## config.mk

```make
export PLATFORM = sky130hd
export DESIGN_NAME = pe_result_drain
export DESIGN_NICKNAME = d
export VERILOG_FILES = /design/src/rtl/pe_types.sv /design/src/rtl/pe_drain_fifo.sv /design/src/rtl/pe_result_drain.sv
export SDC_FILE = /design/constraint.sdc
export NUM_CORES = 2
export LEC_CHECK = 0
export CORE_MARGIN = 8
export CORE_UTILIZATION = 50
export DETAILED_ROUTE_END_ITERATION = 12
export PLACE_DENSITY = 0.66
export SYNTH_ARGS = -nofsm -noshare
export SYNTH_HDL_FRONTEND = slang
export SYNTH_SLANG_ARGS = --single-unit
```

## constraint.sdc

```tcl
create_clock -name clock -period 21.5 [get_ports clock]
set_clock_uncertainty 0.1 [all_clocks]
set_input_delay 4.3 -clock clock [delete_from_list [all_inputs] [get_ports clock]]
set_output_delay 4.3 -clock clock [all_outputs]
set_load 0.02 [all_outputs]
```

## src/rtl/pe_types.sv

```systemverilog
// Shared PE array configuration and the row/beat types used by the result drain.
package pe_types;

    typedef struct packed {
        int unsigned NUM_CHAINS;
        int unsigned NUM_RESULTS_PER_CYCLE;
        int unsigned RESULT_WIDTH;
        int unsigned TOTAL_LATENCY;
    } pe_cfg_t;

    localparam pe_cfg_t cfg = '{
        NUM_CHAINS:            4,
        NUM_RESULTS_PER_CYCLE: 2,
        RESULT_WIDTH:          16,
        TOTAL_LATENCY:         8
    };

    localparam int DRAIN_BEAT_W = int'(cfg.NUM_RESULTS_PER_CYCLE * cfg.RESULT_WIDTH);
    localparam int DRAIN_ROW_W  = int'(cfg.NUM_CHAINS) * DRAIN_BEAT_W;

    // Rows still travelling through the array when the throttle rises must still fit.
    localparam int DRAIN_ALMOST_FULL_MARGIN = int'(cfg.TOTAL_LATENCY);

    typedef logic [DRAIN_BEAT_W-1:0] pe_drain_beat_t;
    typedef logic [DRAIN_ROW_W-1:0]  pe_drain_row_t;

    typedef enum logic {
        DRAIN_IDLE,
        DRAIN_SEND
    } pe_drain_state_e;

endpackage

```

## src/rtl/pe_drain_fifo.sv

```systemverilog
// Single-clock row FIFO with show-ahead head output, occupancy counter and
// a registered almost-full flag.
module pe_drain_fifo #(
    parameter int WIDTH     = 128,
    parameter int DEPTH     = 32,
    parameter int AF_MARGIN = 8
) (
    input  logic             clock,
    input  logic             resetn,
    input  logic             push_i,
    input  logic [WIDTH-1:0] wdata_i,
    input  logic             pop_i,
    output logic [WIDTH-1:0] rdata_o,
    output logic             full_o,
    output logic             empty_o,
    output logic             almost_full_o
);

    localparam int AW = $clog2(DEPTH);
    localparam logic [AW:0] FULL_LEVEL = (AW+1)'(DEPTH);
    localparam logic [AW:0] AF_LEVEL   = (AW+1)'(DEPTH - AF_MARGIN);

    logic [WIDTH-1:0] mem_q [DEPTH];
    logic [AW-1:0]    wrPtr_q;
    logic [AW-1:0]    rdPtr_q;
    logic [AW:0]      count_q;
    logic [AW:0]      count_d;
    logic             almostFull_q;
    logic             pushOk;
    logic             popOk;

    assign full_o        = (count_q == FULL_LEVEL);
    assign empty_o       = (count_q == '0);
    assign pushOk        = push_i && !full_o;
    assign popOk         = pop_i && !empty_o;
    assign rdata_o       = mem_q[rdPtr_q];
    assign almost_full_o = almostFull_q;

    // Next occupancy: a push and pop in the same cycle cancel out.
    always_comb begin
        count_d = count_q;
        if (pushOk && !popOk) begin
            count_d = count_q + 1'b1;
        end else if (popOk && !pushOk) begin
            count_d = count_q - 1'b1;
        end
    end

    // Storage array; contents need no reset because the pointers gate visibility.
    always_ff @(posedge clock) begin
        if (pushOk) begin
            mem_q[wrPtr_q] <= wdata_i;
        end
    end

    // Pointers wrap naturally since the depth is a power of two.
    always_ff @(posedge clock) begin
        if (!resetn) begin
            wrPtr_q      <= '0;
            rdPtr_q      <= '0;
            count_q      <= '0;
            almostFull_q <= 1'b0;
        end else begin
            if (pushOk) begin
                wrPtr_q <= wrPtr_q + 1'b1;
            end
            if (popOk) begin
                rdPtr_q <= rdPtr_q + 1'b1;
            end
            count_q      <= count_d;
            almostFull_q <= (count_d >= AF_LEVEL);
        end
    end

endmodule

```

## src/rtl/pe_result_drain.sv

```systemverilog
// Captures PE array result rows into a FIFO and serialises them one chain per beat.
// Optional row statistics counters are enabled with PE_RESULT_DRAIN_STATS_EN.
module pe_result_drain
    import pe_types::*;
#(
    parameter int NUM_CHAINS            = int'(cfg.NUM_CHAINS),
    parameter int NUM_RESULTS_PER_CYCLE = int'(cfg.NUM_RESULTS_PER_CYCLE),
    parameter int RESULT_WIDTH          = int'(cfg.RESULT_WIDTH),
    parameter int FIFO_DEPTH            = 32,
    parameter int ALMOST_FULL_MARGIN    = DRAIN_ALMOST_FULL_MARGIN,
    localparam int BEAT_W  = NUM_RESULTS_PER_CYCLE * RESULT_WIDTH,
    localparam int ROW_W   = NUM_CHAINS * BEAT_W,
    localparam int CHAIN_W = (NUM_CHAINS > 1) ? $clog2(NUM_CHAINS) : 1
) (
    input  logic               clock,
    input  logic               resetn,
    input  logic               i_valid,
    input  logic               i_result_valid,
    input  logic [ROW_W-1:0]   i_result,
    output logic               o_almost_full,
    output logic               o_valid,
    input  logic               i_ready,
    output logic [BEAT_W-1:0]  o_data,
    output logic [CHAIN_W-1:0] o_chain_id,
    output logic               o_last,
    output logic               o_overflow
`ifdef PE_RESULT_DRAIN_STATS_EN
    ,
    output logic [31:0]        o_rows_accepted,
    output logic [31:0]        o_rows_dropped
`endif
);

    logic                pushReq;
    logic                dropRow;
    logic                popRow;
    logic                fifoFull;
    logic                fifoEmpty;
    logic [ROW_W-1:0]    fifoHead;
    logic [ROW_W-1:0]    row_q;
    logic [CHAIN_W-1:0]  chain_q;
    logic [CHAIN_W-1:0]  chainNext;
    logic [BEAT_W-1:0]   data_q;
    logic                valid_q;
    logic                last_q;
    logic                overflow_q;
    pe_drain_state_e     state_q;

    assign pushReq   = i_valid && i_result_valid;
    assign dropRow   = pushReq && fifoFull;
    assign chainNext = chain_q + 1'b1;

    assign o_valid    = valid_q;
    assign o_data     = data_q;
    assign o_chain_id = chain_q;
    assign o_last     = last_q;
    assign o_overflow = overflow_q;

    // Take a new row when idle, or straight after the final beat so rows run back-to-back.
    always_comb begin
        popRow = 1'b0;
        if (!fifoEmpty) begin
            popRow = (state_q == DRAIN_IDLE) || (i_ready && last_q);
        end
    end

    pe_drain_fifo #(
        .WIDTH     (ROW_W),
        .DEPTH     (FIFO_DEPTH),
        .AF_MARGIN (ALMOST_FULL_MARGIN)
    ) u_fifo (
        .clock         (clock),
        .resetn        (resetn),
        .push_i        (pushReq),
        .wdata_i       (i_result),
        .pop_i         (popRow),
        .rdata_o       (fifoHead),
        .full_o        (fifoFull),
        .empty_o       (fifoEmpty),
        .almost_full_o (o_almost_full)
    );

    // Serialiser FSM with registered beat outputs that hold steady while stalled.
    always_ff @(posedge clock) begin
        if (!resetn) begin
            state_q <= DRAIN_IDLE;
            row_q   <= '0;
            chain_q <= '0;
            data_q  <= '0;
            valid_q <= 1'b0;
            last_q  <= 1'b0;
        end else if (popRow) begin
            state_q <= DRAIN_SEND;
            row_q   <= fifoHead;
            chain_q <= '0;
            data_q  <= fifoHead[BEAT_W-1:0];
            valid_q <= 1'b1;
            last_q  <= (NUM_CHAINS == 1);
        end else if (state_q == DRAIN_SEND && i_ready) begin
            if (last_q) begin
                state_q <= DRAIN_IDLE;
                valid_q <= 1'b0;
                last_q  <= 1'b0;
            end else begin
                chain_q <= chainNext;
                data_q  <= row_q[int'(chainNext)*BEAT_W +: BEAT_W];
                last_q  <= (int'(chainNext) == NUM_CHAINS - 1);
            end
        end
    end

    // Sticky loss flag: once a row is dropped it stays visible until reset.
    always_ff @(posedge clock) begin
        if (!resetn) begin
            overflow_q <= 1'b0;
        end else if (dropRow) begin
            overflow_q <= 1'b1;
        end
    end

`ifdef PE_RESULT_DRAIN_STATS_EN
    logic [31:0] rowsAccepted_q;
    logic [31:0] rowsDropped_q;

    assign o_rows_accepted = rowsAccepted_q;
    assign o_rows_dropped  = rowsDropped_q;

    // Free-running row counters that wrap at 2^32.
    always_ff @(posedge clock) begin
        if (!resetn) begin
            rowsAccepted_q <= '0;
            rowsDropped_q  <= '0;
        end else begin
            if (pushReq && !fifoFull) begin
                rowsAccepted_q <= rowsAccepted_q + 1'b1;
            end
            if (dropRow) begin
                rowsDropped_q <= rowsDropped_q + 1'b1;
            end
        end
    end
`endif

endmodule

```

# Yosys cells after proc, flatten, opt, wreduce, memory -nomap -nowiden
# Memory sizes are Yosys's and may differ from the RTL's. A register that Yosys moved wholly into a read port is not among the register bits.
# Cells that the tools add are included.
op_classes:
  n_eq_ne: 3
  shifts: 1
  n_addsub: 5
  magnitude_cmp: 1
  mux: 14
  bitwise_logic: 3
  reduce_logical: 20
op_table:
  columns: ["cell", "n"]
  rows:
  - ["$shiftx 128x8->32", 1]
  - ["$mux 32", 3]
  - ["$mux 6", 2]
  - ["$add 5x1->5 const B", 2]
  - ["$mux 5", 2]
  - ["$logic_and 1x1->1", 8]
  - ["$mux 1", 7]
  - ["$add 6x1->6 const B", 1]
  - ["$eq 6x6->1 const B", 1]
  - ["$ge 6x5->1 const B", 1]
  - ["$logic_not 6->1", 1]
  - ["$reduce_and 2->1", 3]
  - ["$sub 6x1->6 const B", 1]
  - ["$logic_not 1->1", 4]
  - ["$reduce_bool 2->1", 2]
  - ["$not 1->1", 3]
  - ["$add 2x1->2 const B", 1]
  - ["$eq 2x1->1 const B", 1]
  - ["$ne 2x1->1 const B", 1]
  - ["$reduce_or 2->1", 1]
  - ["$logic_or 1x1->1", 1]
word_totals:
  word_cells: 58
  input_bits: 133
  n_memories: 1
  regBits: 182
  mem_bits_rw: 4096
memory_table:
  columns: ["memory", "depth", "width", "rd", "rd_clocked_by_memory_dff", "write_ports", "line_no", "rtl"]
  rows:
  - ["u_fifo.mem_q", 32, 128, 1, 1, 1, "pe_drain_fifo.sv:23", "logic [WIDTH-1:0] mem_q [DEPTH];"]

# Longest topological paths before layout
logic_depth:
  word_depth: 8
  ltp_mapped: 11
  depth_no_buf: 8

# Cells and area by module
# Synthesis repeated with hierarchy kept, for this count alone.
hier_totals:
  hier_cells: 7633
  hier_area_um2: 163888.4
by_module_without_submodules:
  columns: ["module", "area_per_inst_um2", "n_inst", "seq_area_each_um2", "cells_per_inst"]
  rows:
  - ["pe_drain_fifo", 156984.3, 1, 123438.4, 6867]
  - ["pe_result_drain", 6904.1, 1, 3303.2, 766]

# Worst setup path before layout
# No wires, ideal clock.
synth_path:
  kind: "input -> register"
  start: "input port i_valid"
  end: "memory u_fifo.mem_q[15][0], enable pin"
  cell_stages: 5
  setup_time_ns: 0.618
  arrival_ns: 10.359
  required_time_ns: 20.782
  path_slack_ns: 10.423
  n_path_buf: 1
  path_cell_list: "nand2_1 a21oi_1 buf_2 nand2_1 nor2_1"
synth_between:
  elab_chain_len: 4
synth_lines:
  columns: ["item", "line_no", "rtl"]
  rows:
  - ["start: declaration", "pe_result_drain.sv:17", "input logic i_valid,"]
  - ["$logic_and 1x1->1", "pe_result_drain.sv:49", "assign pushReq = i_valid && i_result_valid;"]
  - ["$logic_and 1x1->1", "pe_drain_fifo.sv:34", "assign pushOk = push_i && !full_o;"]
  - ["$mux 1", "pe_drain_fifo.sv:51", "if (pushOk) begin"]
  - ["$mux 1 (implied by the code)", "pe_drain_fifo.sv:52", "mem_q[wrPtr_q] <= wdata_i;"]
  - ["end: declaration", "pe_drain_fifo.sv:23", null]
# Every way passes these cells.

# Final worst setup path
layout_path:
  start: "input port i_valid"
  end: "memory u_fifo.mem_q[19][52], enable pin"
# Same word-level chain as after synthesis.

==> results.yml <==
floorplanning:
  initial_utilization: 0.5025
  die_y_um: 586.6
  core_um2: 324000
  dieArea_um2: 344100
  io-pin-count: 171
  num_rows: 209
  die_w_um: 586.6
setup_path:
  worstSetupPathType: "in2reg"
  worstSetupEndpointType: "flop"
  critPathMaxFanout: 42
  slowest_stage: "buf_4"
  crit_chain: "clkdlybuf4s50_1 -> nand2_1 -> a21oi_1 -> buf_4 -> nand2_1 -> nor2_4 -> buf_4 -> buf_4 -> buf_4"
  startpoint_type: "input port"
  arrival_ns: 8.82
  slowest_delay_ns: 0.80
  cp_common_cell: "buf_4"
  path_buf_inv: 5
  crit_family: "buffers and inverters"
  required_ns: 21.98
yosys:
  synthesis.area_um2: 162800
  netlist.top_cell.by_area: "edfxtp_1"
  yosysWarningCount: 0
  syn_nets: 7525
  ys_types: 56
  synth_flop_cell: "edfxtp_1"
  yosys_register_bits: 4283
  yosysTopAreaCellShare: 0.7555
  yosysSeqAreaShare: 0.7785
  avgSynthCellArea_um2: 22.05
  synth_edf_count: 4096
  ys_top_cells_by_area: "edfxtp_1 76%, mux4_2 12%, mux2i_1 3.4%, dfxtp_1 2.3%, a22oi_1 1.2%"
  netlist_instances: 7383
  postSynth.asyncResetShare: 0
clock_network:
  numCtsBuffers: 429
  htreeDepth: 5
  cts_tree: "yes"
  cts_setup_buffers: 0
  clock_latency_ns: 0.99
  clock_path_buffers: 4
  hold_buffers: 0
  cts.repair.resized: 0
  clock_sinks: 4283
  root_buffer: "clkbuf_16"
  clk_pin_slew_ns: 0.06
place:
  dp_hpwl_um: 233600
  dp.cells: 11630
  place_congestion: 0.8376
  numPortBuffers: 170
finish:
  final_common_cell: "edfxtp_1"
  regArea_um2: 126800
  fillers: 23530
  drive_gt1_frac: 0.2225
  area_delta_synth_final_pct: 12.59
  stdcell_count: 12450
  nNetsFinal: 7873
  multi_input_area_um2: 33950
  final_cell_mix: "4096 x edfxtp_1, 890 x mux4_2, 553 x mux2i_1"
  fin_util: 0.5657
min_path:
  holdCritPathClass: "reg2reg"
drt:
  remaining_drc_errors: 0
  drtIter0Drc: 9723
  num_vias: 80000
  wl_per_cell_um: 34.57
  dr.pass1.iters: 6
  drt-vias-per-instance: 6.426
  wl_um: 430400
  drtAntennaViolNets: 0
timing:
  fin_tns_setup_ns: 0
  final.min_clock_period_ns: 8.337
  max_freq_mhz: 120.0
  relSlewSlack: 0.08601
  setup_violations: 0
  min_period_over_period: 0.3877
  rsz0062_at_grt: "false"
  hold_viol: 0
  tightest_slew_ns: 1.367
  drv_slew: 0
power:
  ir_drop_mv: 0.09135
  leakage_uw: 0.05524
  p_per_area_nw_per_um2: 110.2
global_route:
  antenna_found_initial: 33
  grt_max_degree: 135
  grtUsageTotal: 0.2435
  grt_pass1_vias: 79910
  grt_pass1_wl_um: 604600
  grt_remaining_overflow: 0
run:
  drv_cap: 0
status:
  status: "completed"
[synthesized netlist by cell type (2+ instances only)]
cell	count
edfxtp_1	4096
mux4_2	890
mux2i_1	553
a22oi_1	261
dfxtp_1	187
clkbuf_1	171
o22ai_1	148
nand2_1	115
buf_2	112
nor3_1	110
a22o_1	106
nor2_1	102
a21oi_1	72
o32ai_1	55
buf_4	53
buf_6	48
o21ai_0	48
buf_1	43
mux2_2	28
and2_1	20
a211oi_1	15
nor4b_2	12
or3_1	12
nand3_1	11
nor2b_1	11
o211ai_1	10
xnor2_1	10
ha_1	9
nor4b_1	9
a221oi_2	7
buf_8	7
nand2b_1	7
inv_1	5
o2111ai_1	5
nand4_1	4
buf_12	3
o21a_1	3
or2_2	3
xor2_1	3
nand3b_1	2
nand4b_1	2
[metrics by stage]
stage / hold WS [ns] / power (µW) / instance area [µm²] / setup slack (ns)
after global placement: 0.3559 / 13020 / 169400 / 12.07
final: 0.3614 / 20190 / 183300 / 13.16
after floorplan: 0.3199 / 11960 / 162800 / 10.42
after detailed placement: 0.3505 / 13050 / 169400 / 12.13
after CTS: 0.3623 / 20290 / 183200 / 13.15
after global routing: 0.4031 / 20780 / 183200 / 13.01
[report_power, final]
| part | switching [µW] | internal, µW | leakage, µW |
|---|---|---|---|
| registers | 275 | 9290 | 0.0384 |
| logic | 1880 | 1440 | 0.0101 |
| clock network | 3130 | 4180 | 0.00675 |
| total | 5280 | 14900 | 0.0552 |
[worst register-to-register path: cells and delay by family, from the launching register on]
| family | cells | cell delay, ns |
|---|---|---|
| buffers and inverters | 6 | 4.78 |
| DFF | 1 | 0.74 |
| muxes | 2 | 0.73 |
| AOI/OAI and AO/OA | 2 | 0.56 |
[layer usage]
metal | part of all wire | wire length, µm | vias up | track usage
met4 | 0.043 | 18520 | 14 | 0.09062
met5 | 0.00021 | 90 | - | 0
met3 | 0.096 | 41250 | 735 | 0.05414
met2 | 0.47 | 202000 | 4234 | 0.3836
li1 | - | - | 32060 | -
met1 | 0.39 | 168500 | 42960 | 0.3366
[cells by family (layout without fill, tap and decap cells)]
group / count (synthesis) / in the layout / synth area share
other cells: 0 / 21 / 0
flops: 4283 / 4283 / 0.7785
fa+ha+maj: 9 / 9 / 0.0006917
simple gates: 425 / 425 / 0.01295
xor+xnor: 13 / 13 / 0.0006994
buf+inv: 442 / 1163 / 0.01527
compound gates: 740 / 740 / 0.03281
mux: 1471 / 1471 / 0.1591
[registers in the layout, summed over array words and instances (netlist names), named ones only]
signal	cells
o_chain_id	2
o_data	32
o_last	1
o_overflow	1
row_q	128
state_q	1
u_fifo.almost_full_o	1
u_fifo.count_q	6
u_fifo.mem_q	4096
u_fifo.rdPtr_q	5
u_fifo.wrPtr_q	5
[area by class of cell]
| cell class | instances | share of cell area |
|---|---|---|
| Inverter | 5 | 0.0001024 |
| Tap cell | 4325 | 0.02952 |
| Clock buffer | 585 | 0.06392 |
| Multi-Input combinational cell | 2658 | 0.1852 |
| Clock inverter | 219 | 0.01165 |
| Sequential cell | 4283 | 0.6916 |
| Timing Repair Buffer | 354 | 0.01771 |
| Antenna cell | 21 | 0.0002867 |
[final timing paths]
kind,start,endpoint,slack [ns],cells after the start
worst max-delay path,i_valid,u_fifo.mem_q[19][52],13.16,9
worst min-delay path,row_q[13],row_q[13],0.36,2
worst max register to register,flop,row_q[71],14.53,10
worst min register to register,row_q[13],row_q[13],0.36,2
No activity file was read; power rests on OpenSTA's default activity.
